### src/rtl/serial_adder_ctrl.sv
// Bit-serial WIDTH-bit adder: one full-adder slice (two half adders plus a carry OR)
// with a registered carry. Operands are consumed LSB first, one bit per clock.

module serial_adder_ctrl_ha (
    input  logic x,
    input  logic y,
    output logic s,
    output logic c
);
    assign s = x ^ y;
    assign c = x & y;
endmodule

module serial_adder_ctrl #(
    parameter int unsigned WIDTH = 8
) (
    input  logic             clk_in,
    input  logic             rst_in,
    input  logic             start_in,
    input  logic [WIDTH-1:0] a_in,
    input  logic [WIDTH-1:0] b_in,
    output logic             busy_out,
    output logic             done_out,
    output logic [WIDTH-1:0] sum_out,
    output logic             carry_out
);
    localparam int unsigned CNT_W = $clog2(WIDTH);

    typedef enum logic [1:0] {
        IDLE = 2'd0,
        ADD  = 2'd1,
        DONE = 2'd2
    } state_t;

    state_t             state;
    state_t             state_next;
    logic               busy_d;
    logic               done_d;

    logic [WIDTH-1:0]   shift_a;
    logic [WIDTH-1:0]   shift_b;
    logic [WIDTH-1:0]   result;
    logic [WIDTH-1:0]   result_next;
    logic               carry;
    logic [CNT_W-1:0]   bit_cnt;

    logic               load;
    logic               step;
    logic               last_bit;

    logic               ha0_s;
    logic               ha0_c;
    logic               slice_sum;
    logic               ha1_c;
    logic               slice_cout;

    // Bit slice: (a0 ^ b0) ^ c, carry = a0&b0 | c&(a0^b0)
    serial_adder_ctrl_ha u_ha0 (
        .x (shift_a[0]),
        .y (shift_b[0]),
        .s (ha0_s),
        .c (ha0_c)
    );

    serial_adder_ctrl_ha u_ha1 (
        .x (ha0_s),
        .y (carry),
        .s (slice_sum),
        .c (ha1_c)
    );

    assign slice_cout  = ha0_c | ha1_c;
    assign result_next = {slice_sum, result[WIDTH-1:1]};

    // Start is only honoured outside ADD; reset dominates everything
    assign load     = (state != ADD) && start_in;
    assign step     = (state == ADD);
    assign last_bit = step && (bit_cnt == CNT_W'(WIDTH - 1));

    // State register with registered status outputs
    always_ff @(posedge clk_in) begin
        if (rst_in) begin
            state    <= IDLE;
            busy_out <= 1'b0;
            done_out <= 1'b0;
        end else begin
            state    <= state_next;
            busy_out <= busy_d;
            done_out <= done_d;
        end
    end

    // Next-state logic
    always_comb begin
        state_next = state;
        case (state)
            IDLE:    if (start_in) state_next = ADD;
            ADD:     if (last_bit) state_next = DONE;
            DONE:    state_next = start_in ? ADD : IDLE;
            default: state_next = IDLE;
        endcase
    end

    // Status outputs decoded from the upcoming state so they line up with it
    always_comb begin
        busy_d = 1'b0;
        done_d = 1'b0;
        case (state_next)
            ADD:     busy_d = 1'b1;
            DONE:    done_d = 1'b1;
            default: begin
                busy_d = 1'b0;
                done_d = 1'b0;
            end
        endcase
    end

    // Operand/result shifting and result publication
    always_ff @(posedge clk_in) begin
        if (rst_in) begin
            shift_a   <= '0;
            shift_b   <= '0;
            result    <= '0;
            carry     <= 1'b0;
            bit_cnt   <= '0;
            sum_out   <= '0;
            carry_out <= 1'b0;
        end else if (load) begin
            shift_a <= a_in;
            shift_b <= b_in;
            carry   <= 1'b0;
            bit_cnt <= '0;
        end else if (step) begin
            shift_a <= {1'b0, shift_a[WIDTH-1:1]};
            shift_b <= {1'b0, shift_b[WIDTH-1:1]};
            result  <= result_next;
            carry   <= slice_cout;
            bit_cnt <= bit_cnt + CNT_W'(1);
            if (last_bit) begin
                sum_out   <= result_next;
                carry_out <= slice_cout;
            end
        end
    end

endmodule

### config.mk
export PLATFORM = sky130hd
export DESIGN_NAME = serial_adder_ctrl
export DESIGN_NICKNAME = d
export VERILOG_FILES = /design/src/rtl/serial_adder_ctrl.sv
export SDC_FILE = /design/constraint.sdc
export NUM_CORES = 1
export LEC_CHECK = 0
export BUFFER_PORTS_ARGS = -buffer_cell sky130_fd_sc_hd__buf_2
export CAP_MARGIN = 40
export CORE_ASPECT_RATIO = 2
export CORE_MARGIN = 4
export CORE_UTILIZATION = 52
export DETAILED_ROUTE_END_ITERATION = 16
export PLACE_DENSITY = 0.85
export SLEW_MARGIN = 20
export SYNTH_ARGS = -nofsm -noshare
export SYNTH_HDL_FRONTEND = slang
export SYNTH_HIERARCHICAL = 1
export SYNTH_SLANG_ARGS = --single-unit
### constraint.sdc
create_clock -name clk_in -period 2 [get_ports clk_in]
set_input_delay 0.1 -clock clk_in [delete_from_list [all_inputs] [get_ports clk_in]]
set_output_delay 0.1 -clock clk_in [all_outputs]
set_load 0.005 [all_outputs]
After elaboration in Yosys (flattened, before gate mapping) --
Index checks and enable logic that the tools add are counted.
Storage, ports and cells: input port bits 19, register bits 41, output and inout port bits 11, word-level logic and storage cells 40
Cells by class: add/subtract/negate cells 1, bitwise logic cells 6, reduce and logical (&&, ||, !) cells 7, muxes and demuxes 10, equality and inequality tests 6
Operators by type and width (number):
- 8-bit two-way mux | 4
- 2-bit one-hot mux with 3 select lines | 1
- 2-bit by 1-bit == test with 1-bit output (second input constant) | 2
- 2-bit == test (second input constant) | 2
- 2-bit two-way mux | 2
- 3-bit by 1-bit adder with 3-bit output (second input constant) | 1
- 3-bit == test (second input constant) | 1
- 1-bit two-way mux | 3
- 3-bit AND reduction | 1
- 1-bit AND | 2
- 1-bit logical AND | 2
- 2-bit zero test | 1
- 2-bit by 1-bit inequality test with 1-bit output (second input constant) | 1
- 2-bit AND reduction | 1
- 2-bit nonzero test | 1
- 2-bit OR reduction | 1
- 1-bit XOR | 2
- 1-bit NOT | 1
- 1-bit bitwise OR | 1

Depth between registers and ports, before layout --
Gate-level depths: netlist of the first run.
depth after elaboration 6, gate-level depth with buffers 6, mapped depth without buffers 5

Modules after synthesis --
Netlist of the first run, hierarchy kept.
Modules (own cells, without submodules):
- serial_adder_ctrl | instances 1, cells each 171, area an instance 1629.1 µm², seq. area each 800.8 µm²
- serial_adder_ctrl_ha | instances 2, cells each 1, area an instance 12.5 µm², seq. area each 0.0 µm²

Worst setup path after synthesis of the first run --
OpenSTA, ideal clock, no wires.
kind register to register, start point register bit_cnt[0], end point register carry_out, arrival 1116 ps, buffers on the path 1, setup slack 758 ps, required time 1875 ps, stages on the path, launching flop included 7, setup time 125 ps, clock period less this slack 1242 ps, cell sequence dfxtp_1 -> ha_1 -> ha_1 -> and3b_1 -> buf_4 -> nor2_1 -> nor3_1
Between the ends: longest elaborated chain between the ends 3
RTL lines:
- start, declared | RTL line 45 | logic [CNT_W-1:0] bit_cnt;
- start signal, assigned | RTL line 138 | bit_cnt <= bit_cnt + CNT_W'(1);
- 3-bit == test | RTL line 78 | assign last_bit = step && (bit_cnt == CNT_W'(WIDTH - 1));
- 1-bit logical AND | RTL line 78
- 3-bit AND reduction (no line)
- end signal, assigned | RTL line 141 | carry_out <= slice_cout;
- end, declared | RTL line 25 | output logic carry_out
Every way passes these cells. A chain may end at the register's enable or synchronous reset.

Worst setup path after layout of the first run --
Ends and elaborated chain as after synthesis.

==> flow_summary.ini, run 1 <==
[sta]
min_period_over_period_pct = 70.0
rsz0062_at_grt = no
slew_headroom_pct = 65.7
finalSetupViolations = 0
max_freq_mhz = 714
worst_pin_slew_ns = 0.515
final-hold-violation-count = 0
setup_ws_ns = 0.600
fin_setup_tns_ns = 0
slew_viol_final = 0
period_minus_slack_ns = 1.40
clock_skew_ns = 0.00552

[global_routing]
grt_overflow = 0
grt_max_degree = 41
antenna_found_initial = 0
grt_pass1_wl_mm = 4.82
grt_pass1_vias = 1195
groute.usage.overall_pct = 15.8

[clock_tree]
insertion_delay_ns = 0.28
htreeDepth = 2
clkSinkCount = 40
path_clk_slew_ns = 0.07
root_buffer = clkbuf_8
cts_made_buffers = 5
ctsHoldBuffers = 0
clk_path_buf_depth = 2
cts_resized = 0
cts_tree = done
postCtsSetupBuffers = 0

[layout]
ff_latch_area_um2 = 801
fin_nets = 223
syn_to_final_growth_pct = 14.4
fillers = 252
drive_gt1_share_pct = 26.4
diodes = 0
multi_input_area_um2 = 772

[yosys]
synth_area_um2 = 1650
syn_nets = 196
ys_types = 20
syn_avg_cell_area_um2 = 9.56
synth_seq_cells = 40
ys.warnings.count = 6
yosysSeqAreaShare_pct = 48.4
synthCells = 173

[power]
p_leak_uw = 0.000808
combPwrFrac_pct = 11.2
p_switching_uw = 361
clkPwrFrac_pct = 33.9
vdd_drop_max_uv = 602
netSwitchingFraction_pct = 23.2
p_per_area_nw_per_um2 = 822
power.share.sequential_pct = 54.9
power.internal_uw = 1190

[critical_path]
endpoint = carry_out
r2r-end = carry_out
critical_path_class = reg2reg
reg2reg_slack_ns = 0.60
worstPathMaxFanout = 11
setup.worst_path.end_class = flop
critical_path_arrival_ns = 1.57
timing.rr.start = bit_cnt[0]
crit_start = bit_cnt[0]
crit_required_ns = 2.17
r2r_cells = 5
crit_path_start_kind = flop

[placed_design]
dp_hpwl_mm = 2.00
port_buffers = 29
place_ws_ns = 0.549
place_congestion = 0.757

[route]
vias = 1241
routed_wl_mm = 2.80
drtPass1Iterations = 4
vias_per_cell = 5.37
avgRoutedWirePerCell_um = 12.1
drtAntennaViolNets = 0
dr.first_iter.drc_count = 23
drc = 0

[die]
num_io_pins = 30
die_x_um = 47.9
rows = 28
die_h_um = 87.8
start_util_pct = 54.9
core_um2 = 3010
die_area_um2 = 4200

[status]
status = complete, no violations

[worst_hold_path]
min_path_type = in2reg

[job]
cap_violations = 0
layout by cell type (no fill, tap or decap), drive strengths merged:
| cell type | Yosys | final |
|---|---|---|
| dfxtp | 40 | 40 |
| buf | 11 | 33 |
| nand2 | 32 | 32 |
| a21oi | 19 | 19 |
| nor2 | 19 | 19 |
| mux2i | 16 | 16 |
| a211oi | 14 | 14 |
| clkbuf | 2 | 8 |
| nand3b | 5 | 5 |
| nor3 | 4 | 4 |
| ha | 4 | 4 |
| nand2b | 2 | 2 |
| and3b | 1 | 1 |
| and2b | 1 | 1 |
| inv | 1 | 1 |
| a2bb2oi | 1 | 1 |
| o21ai | 1 | 1 |
worst max-delay path: stages, from the launching register on:
cell and delay, ns:
dfxtp_1 0.35, ha_1 0.16, ha_1 0.18, nand3b_1 0.30
nor3_1 0.23, nor3_1 0.06
metal layers:
layer  global-route usage (%)  part of all wire (%)  wire (um)
met1                     16.5                    41       1140
met2                     27.0                    52       1460
met3                     5.14                   4.9        138
met4                     7.35                   2.2         63
met5                        0                     0          0
power by group through the flow:
stage                     registers (uW)  logic [uW]  clock network (uW)
final                                854         175                 527
after global routing                 859         195                 583
after CTS                            854         173                 549
after detailed placement             872         171                   0
after global placement               871         167                   0
after floorplan                      867         137                   0
cell usage after synthesis (all sizes together):
cell     count  area (um2)
nor2        19        71.3
a21oi       19        95.1
a211oi      14         175
ha           4        50.1
buf         11        70.1
mux2i       16         160
nor3         4        20.0
a2bb2oi      1        8.76
clkbuf       2        7.51
dfxtp       40         801
nand2b       2        12.5
o21ai        1        5.00
inv          1        3.75
and3b        1        8.76
and2b        1        7.51
nand3b       5        37.5
nand2       32         120
worst min path at each step:
stage / startpoint / endpoint / slack (ns) / depth (start not counted)
final: rst_in / sum_out[3] / 0.02 / 2
after global routing: rst_in / sum_out[3] / 0.02 / 2
after CTS: a_in[7] / shift_a[7] / 0.12 / 3
after detailed placement: a_in[7] / shift_a[7] / 0.41 / 3
after global placement: b_in[7] / shift_b[7] / 0.40 / 3
after floorplan: a_in[7] / shift_a[7] / 0.30 / 2
cell families (layout without fill, tap and decap cells):
group / count (synthesis) / count (layout) / synth area share [%]
flip-flops: 40 / 40 / 48.4
AND/OR/NAND/NOR: 64 / 64 / 16.8
adder cells (fa/ha/maj): 4 / 4 / 3.03
multiplexers: 16 / 16 / 9.68
buffers and inverters: 14 / 42 / 4.92
AO/OA/AOI/OAI: 35 / 35 / 17.2
per-stage QoR:
step,instances,cell area [um2],hold WS (ns),power [uW],utilization (%)
global placement,222,1780,0.399,1040,59.1
finish,231,1890,0.0199,1560,62.8
global route,231,1890,0.0184,1640,62.8
CTS,230,1870,0.116,1580,62.1
floorplan,173,1650,0.295,1000,-
detailed placement,222,1780,0.415,1040,59.1
sequential cells by signal, summed over array words and instances (netlist names):
name       flops
done_out       1
carry_out      1
bit_cnt        3
busy_out       1
result         7
sum_out        8
state          2
shift_a        8
shift_b        8
carry          1
cell type report:
class                      instances  area share (%)
tap                               30            1.98
sequential                        40            42.3
timing repair buffer              33            9.92
clock buffer                       8            4.76
inverter                           1           0.198
multi-input combinational        119            40.8
No activity file was read; power rests on OpenSTA's default activity.
==> inputs of run 2 (changes only) <==
==> constraint.sdc (replaced) <==
create_clock -name clk_in -period 1.4 [get_ports clk_in]
set_input_delay 0.07 -clock clk_in [delete_from_list [all_inputs] [get_ports clk_in]]
set_output_delay 0.07 -clock clk_in [all_outputs]
set_load 0.005 [all_outputs]
==> run 2 against run 1 <==
Sequential cell count did not move. Clock power rose by 47%. Via count rose by 0.48%. Utilization rose by 2.0 points. Final cell count rose by 1.7%. Largest cell class unchanged. Highest routed layer unchanged.
==> flow_summary.ini, run 2 (same netlist as run 1, synthesis figures left out) <==
[die]
die_h_um = 87.8
num_io_pins = 30
core_um2 = 3010
die_area_um2 = 4200
start_util_pct = 54.9
die_x_um = 47.9
rows = 28

[global_routing]
grt_max_degree = 41
groute.usage.overall_pct = 15.9
grt_pass1_wl_mm = 4.73
grt_overflow = 0
grt_pass1_vias = 1184
antenna_found_initial = 0

[sta]
clock_skew_ns = 0.00509
finalSetupViolations = 0
fin_setup_tns_ns = 0
min_period_over_period_pct = 90.7
period_minus_slack_ns = 1.27
rsz0062_at_grt = no
worst_pin_slew_ns = 0.179
max_freq_mhz = 787
slew_viol_final = 0
final-hold-violation-count = 0
slew_headroom_pct = 87.8

[layout]
syn_to_final_growth_pct = 17.9
drive_gt1_share_pct = 29.3
fin_nets = 227
ff_latch_area_um2 = 801
stdcell_count = 235
fillers = 247
diodes = 0
top_regs = shift_a: 8 flops, shift_b: 8 flops, sum_out: 8 flops
layout_commonest_cell = dfxtp_1
multi_input_area_um2 = 773
final_cell_mix = 40 x dfxtp_1, 32 x nand2_1, 29 x buf_2, 19 x a21oi_1, 19 x nor2_1

[power]
vdd_drop_max_uv = 888
combPwrFrac_pct = 11.8
clkPwrFrac_pct = 34.2
power.internal_uw = 1710
power.share.sequential_pct = 54.0
p_leak_uw = 0.000841
netSwitchingFraction_pct = 24.2
p_per_area_nw_per_um2 = 1160
p_switching_uw = 547

[clock_tree]
clkSinkCount = 40
clk_path_buf_depth = 2
htreeDepth = 2
path_clk_slew_ns = 0.08
insertion_delay_ns = 0.29
root_buffer = clkbuf_8
cts_tree = done
cts_made_buffers = 5

[route]
drc = 0
vias_per_cell = 5.31
drtAntennaViolNets = 0
wl_met3_um = 130
avgRoutedWirePerCell_um = 12.5
routed_wl_mm = 2.94
dr.first_iter.drc_count = 14
top_layer = met4
wl_met2_mm = 1.57
vias = 1247
drtPass1Iterations = 4
wl_met1_mm = 1.11

[placed_design]
dp_hpwl_mm = 2.11
placed_cells = 227
port_buffers = 29
place_congestion = 0.760

[critical_path]
crit_chain = ha_1, ha_1, and3b_2, nor2_1, nor3_1
critPathMaxStageDelay_ns = 0.32
crit_path_start_kind = flop
critical_path_arrival_ns = 1.45
critical_path_class = reg2reg
cp_slowest_cell = dfxtp_1
setup.worst_path.end_class = flop
reg2reg_slack_ns = 0.13
crit_top_cell = ha_1
critPathBufInv = 0
crit_required_ns = 1.58
crit_family = simple AND/OR/NAND/NOR gates
worstPathMaxFanout = 9

[status]
status = complete, no violations

[worst_hold_path]
min_path_type = in2reg

[job]
cap_violations = 0
run 2: cell count changes in the layout (fill, tap and decap cells not counted):
| cell | delta |
|---|---|
| buf_12 | +2 |
| buf_4 | +2 |
| clkbuf_1 | -2 |
| clkinv_2 | +2 |
| and3b_1 | -1 |
| and3b_2 | +1 |
run 2: final timing paths:
| check | from | to | cells past startpoint |
|---|---|---|---|
| hold / removal | a_in[7] | shift_a[7] | 3 |
| setup reg to reg | bit_cnt[0] | carry_out | 5 |
| hold reg to reg | sum_out[6] | sum_out[6] | 2 |
| setup / recovery | bit_cnt[0] | carry_out | 5 |
run 2: worst register-to-register path, cell delays in order, from the launching register on:
cell	delay (ns)
dfxtp_1	0.32
ha_1	0.20
ha_1	0.21
and3b_2	0.29
nor2_1	0.10
nor3_1	0.05
run 2: cell type report:
cell class | count | share of cell area (%)
Clock buffer | 6 | 4.23
Clock inverter | 2 | 0.513
Inverter | 1 | 0.192
Multi-Input combinational cell | 119 | 39.6
Sequential cell | 40 | 41.1
Tap cell | 30 | 1.92
Timing Repair Buffer | 37 | 12.4
run 2: timing repair:
action                                  in CTS  in global routing
hold buffers                                 0                  0
buffers inserted                             0                  0
endpoints found under the hold margin        0                  0
gates resized for setup                      0                  1
endpoints found under the setup margin       0                  6
run 2: layer usage:
metal / track usage [%] / vias to the layer above
met5: 0 / -
met4: 11.8 / 0
met3: 4.32 / 12
met2: 27.3 / 26
met1: 14.5 / 557
li1: - / 652
run 2: stage by stage:
stage | cell area, um2 | total power [uW] | worst slack [ns] | util, % | hold WS, ns
final | 1950 | 2260 | 0.130 | 64.7 | 0.0802
after global routing | 1950 | 2360 | 0.0672 | 64.7 | 0.0902
after CTS | 1950 | 2290 | 0.0386 | 64.7 | 0.0829
after detailed placement | 1860 | 1520 | 0.0592 | 61.6 | 0.390
after global placement | 1860 | 1510 | 0.0863 | 61.6 | 0.369
after floorplan | 1650 | 1430 | 0.158 | - | 0.265
run 2: power groups by stage:
stage | sequential [uW] | clock [uW] | combinational, uW
after floorplan | 1240 | 0 | 195
after global placement | 1240 | 0 | 264
after detailed placement | 1250 | 0 | 270
after CTS | 1220 | 804 | 271
after global routing | 1230 | 843 | 294
final | 1220 | 773 | 266
==> inputs of run 3 (changes only) <==
--- a/config.mk
+++ b/config.mk
@@ -5,6 +5,7 @@
 export SDC_FILE = /design/constraint.sdc
 export NUM_CORES = 1
 export LEC_CHECK = 0
+export ABC_AREA = 1
 export BUFFER_PORTS_ARGS = -buffer_cell sky130_fd_sc_hd__buf_2
 export CAP_MARGIN = 40
 export CORE_ASPECT_RATIO = 2
==> run 3 against run 2 <==
Sequential share of layout area rose by 0.44 points. Power fell by 3.5%. Clock power fell by 9.3%. Worst setup slack got worse by 0.049 ns. Highest routed layer unchanged. Sequential cell count did not move. Critical path depth rose by 2. Design area fell by 0.45%.
==> flow_summary.ini, run 3 <==
[status]
status = complete, no violations

[placed_design]
dp_hpwl_mm = 2.53
port_buffers = 29
placedInstanceArea_um2 = 1840
placed_cells = 281
place_congestion = 0.806

[yosys]
yosys.area.top_type = dfxtp_1
synth_top_area_share_pct = 47.8
yosys-top-cells-area = dfxtp_1 48%, nand3_1 15%, nand2_1 13%
synth-edff-count = 0
yosysSeqAreaShare_pct = 47.8
syn_nets = 250
ys_types = 17
synth_area_um2 = 1680
synth-async-reset-ratio_pct = 0
synth-main-ff-cell = dfxtp_1
synthCells = 227
ys.warnings.count = 6
yosysMostFrequentCell = nand2_1
yosys-top-cells-count = 57 x nand2_1, 51 x nand3_1, 40 x dfxtp_1, 21 x inv_1, 19 x nor2_1
syn_avg_cell_area_um2 = 7.38
synth_seq_cells = 40

[route]
vias = 1515
drtAntennaViolNets = 0
avgRoutedWirePerCell_um = 11.9
routed_wl_mm = 3.44
vias_per_cell = 5.26
dr.first_iter.drc_count = 20
drc = 0
drtPass1Iterations = 4

[global_routing]
grt_pass1_wl_mm = 5.80
grt_max_degree = 37
gr-usage-met2_pct = 33.7
grt_use_met3_pct = 4.48
antenna_found_initial = 0
use_met1_pct = 19.5
grt_pass1_vias = 1407
busiest_layer = met2
groute.usage.overall_pct = 18.8
grt_overflow = 0

[sta]
slew_viol_final = 0
slew_headroom_pct = 70.7
clock_skew_ns = 0.00614
fin_setup_tns_ns = 0
max_freq_mhz = 758
whs_ns = 0.0442
rsz0062_at_grt = no
worst_pin_slew_ns = 0.438
min_period_over_period_pct = 94.2
finalSetupViolations = 0
final-hold-violation-count = 0
period_minus_slack_ns = 1.32

[power]
p_leak_uw = 0.00103
vdd_drop_max_uv = 1010
power_uw = 2180
p_per_area_nw_per_um2 = 1120

[worst_hold_path]
min_path_type = in2reg

[die]
core_um2 = 3010
start_util_pct = 55.6
die_area_um2 = 4250
num_io_pins = 30
die_h_um = 88.3
die_x_um = 48.1
rows = 28

[critical_path]
crit_path_start_kind = flop
worstPathMaxFanout = 2
critical_path_class = reg2reg
critical_path_arrival_ns = 1.51
crit_required_ns = 1.60
setup.worst_path.end_class = flop

[layout]
top_regs = shift_a: 8 flops, shift_b: 8 flops, sum_out: 8 flops
syn_to_final_growth_pct = 15.9
drive_gt1_share_pct = 20.9
final_cell_mix = 57 x nand2_1, 51 x nand3_1, 36 x dfxtp_1, 29 x buf_2, 21 x inv_1
design_area_um2 = 1940
layout_commonest_cell = nand2_1
fillers = 299
stdcell_count = 288
fin_nets = 281
diodes = 0

[clock_tree]
htreeDepth = 2
cts_tree = done
root_buffer = clkbuf_8
path_clk_slew_ns = 0.07
insertion_delay_ns = 0.29
postCtsSetupBuffers = 0
cts_made_buffers = 5
clk_path_buf_depth = 2
clkSinkCount = 40
ctsHoldBuffers = 0

[job]
cap_violations = 0
## run 3: metrics by stage
step,setup WS [ns],utilization (%)
floorplan,0.0967,-
global placement,0.0717,61.2
detailed placement,0.0319,61.2
CTS,0.0210,63.8
global route,0.00683,64.5
finish,0.0806,64.5
## run 3: metal layers
metal	wire [um]	up-vias
met5	0	-
met4	61	0
met3	127	5
met2	1930	24
met1	1320	706
li1	-	780
## run 3: cell type report
class	instances	area [um2]	area share, %
multi-input cells	152	724	37.3
well taps	30	37.5	1.93
clock buffers	6	72.6	3.74
clock inverters	1	5.00	0.258
inverters	23	86.3	4.45
flip-flops and latches	40	806	41.5
repair buffers	36	210	10.8
## run 3: critical path: stages, from the launching register on
cell and delay, ns:
dfxtp_2 0.34, ha_4 0.23, ha_1 0.16, or2_2 0.30, nand2_1 0.06, nand2_1 0.05, nand2_1 0.05, inv_1 0.03
## run 3: cell families after synthesis
family          count (synthesis)  share of synthesized area [%]
compound gates                 16                           4.78
xor+xnor                        1                          0.523
fa+ha+maj                       4                           2.99
buf+inv                        35                           9.86
flops                          40                           47.8
simple gates                  131                           34.1
## run 3: what timing repair did
action | 4_1_cts | 5_1_grt
setup endpoints to repair | 0 | 10
resized for setup | 0 | 7
endpoints found under the hold margin | 0 | 0
## run 3: final timing paths
| path | slack [ns] | depth (start not counted) | from | end |
|---|---|---|---|---|
| hold / removal | 0.04 | 2 | rst_in | carry_out |
| hold reg to reg | 0.47 | 2 | result[5] | sum_out[4] |
| setup reg to reg | 0.08 | 7 | shift_a[0] | carry |
| setup / recovery | 0.08 | 7 | shift_a[0] | carry |
## run 3: where the power goes
group	leakage [uW]	switching [uW]	total [uW]	internal (uW)
registers	0.000328	32.0	1230	1190
clock network	0.0000410	363	701	338
logic	0.000663	150	253	103
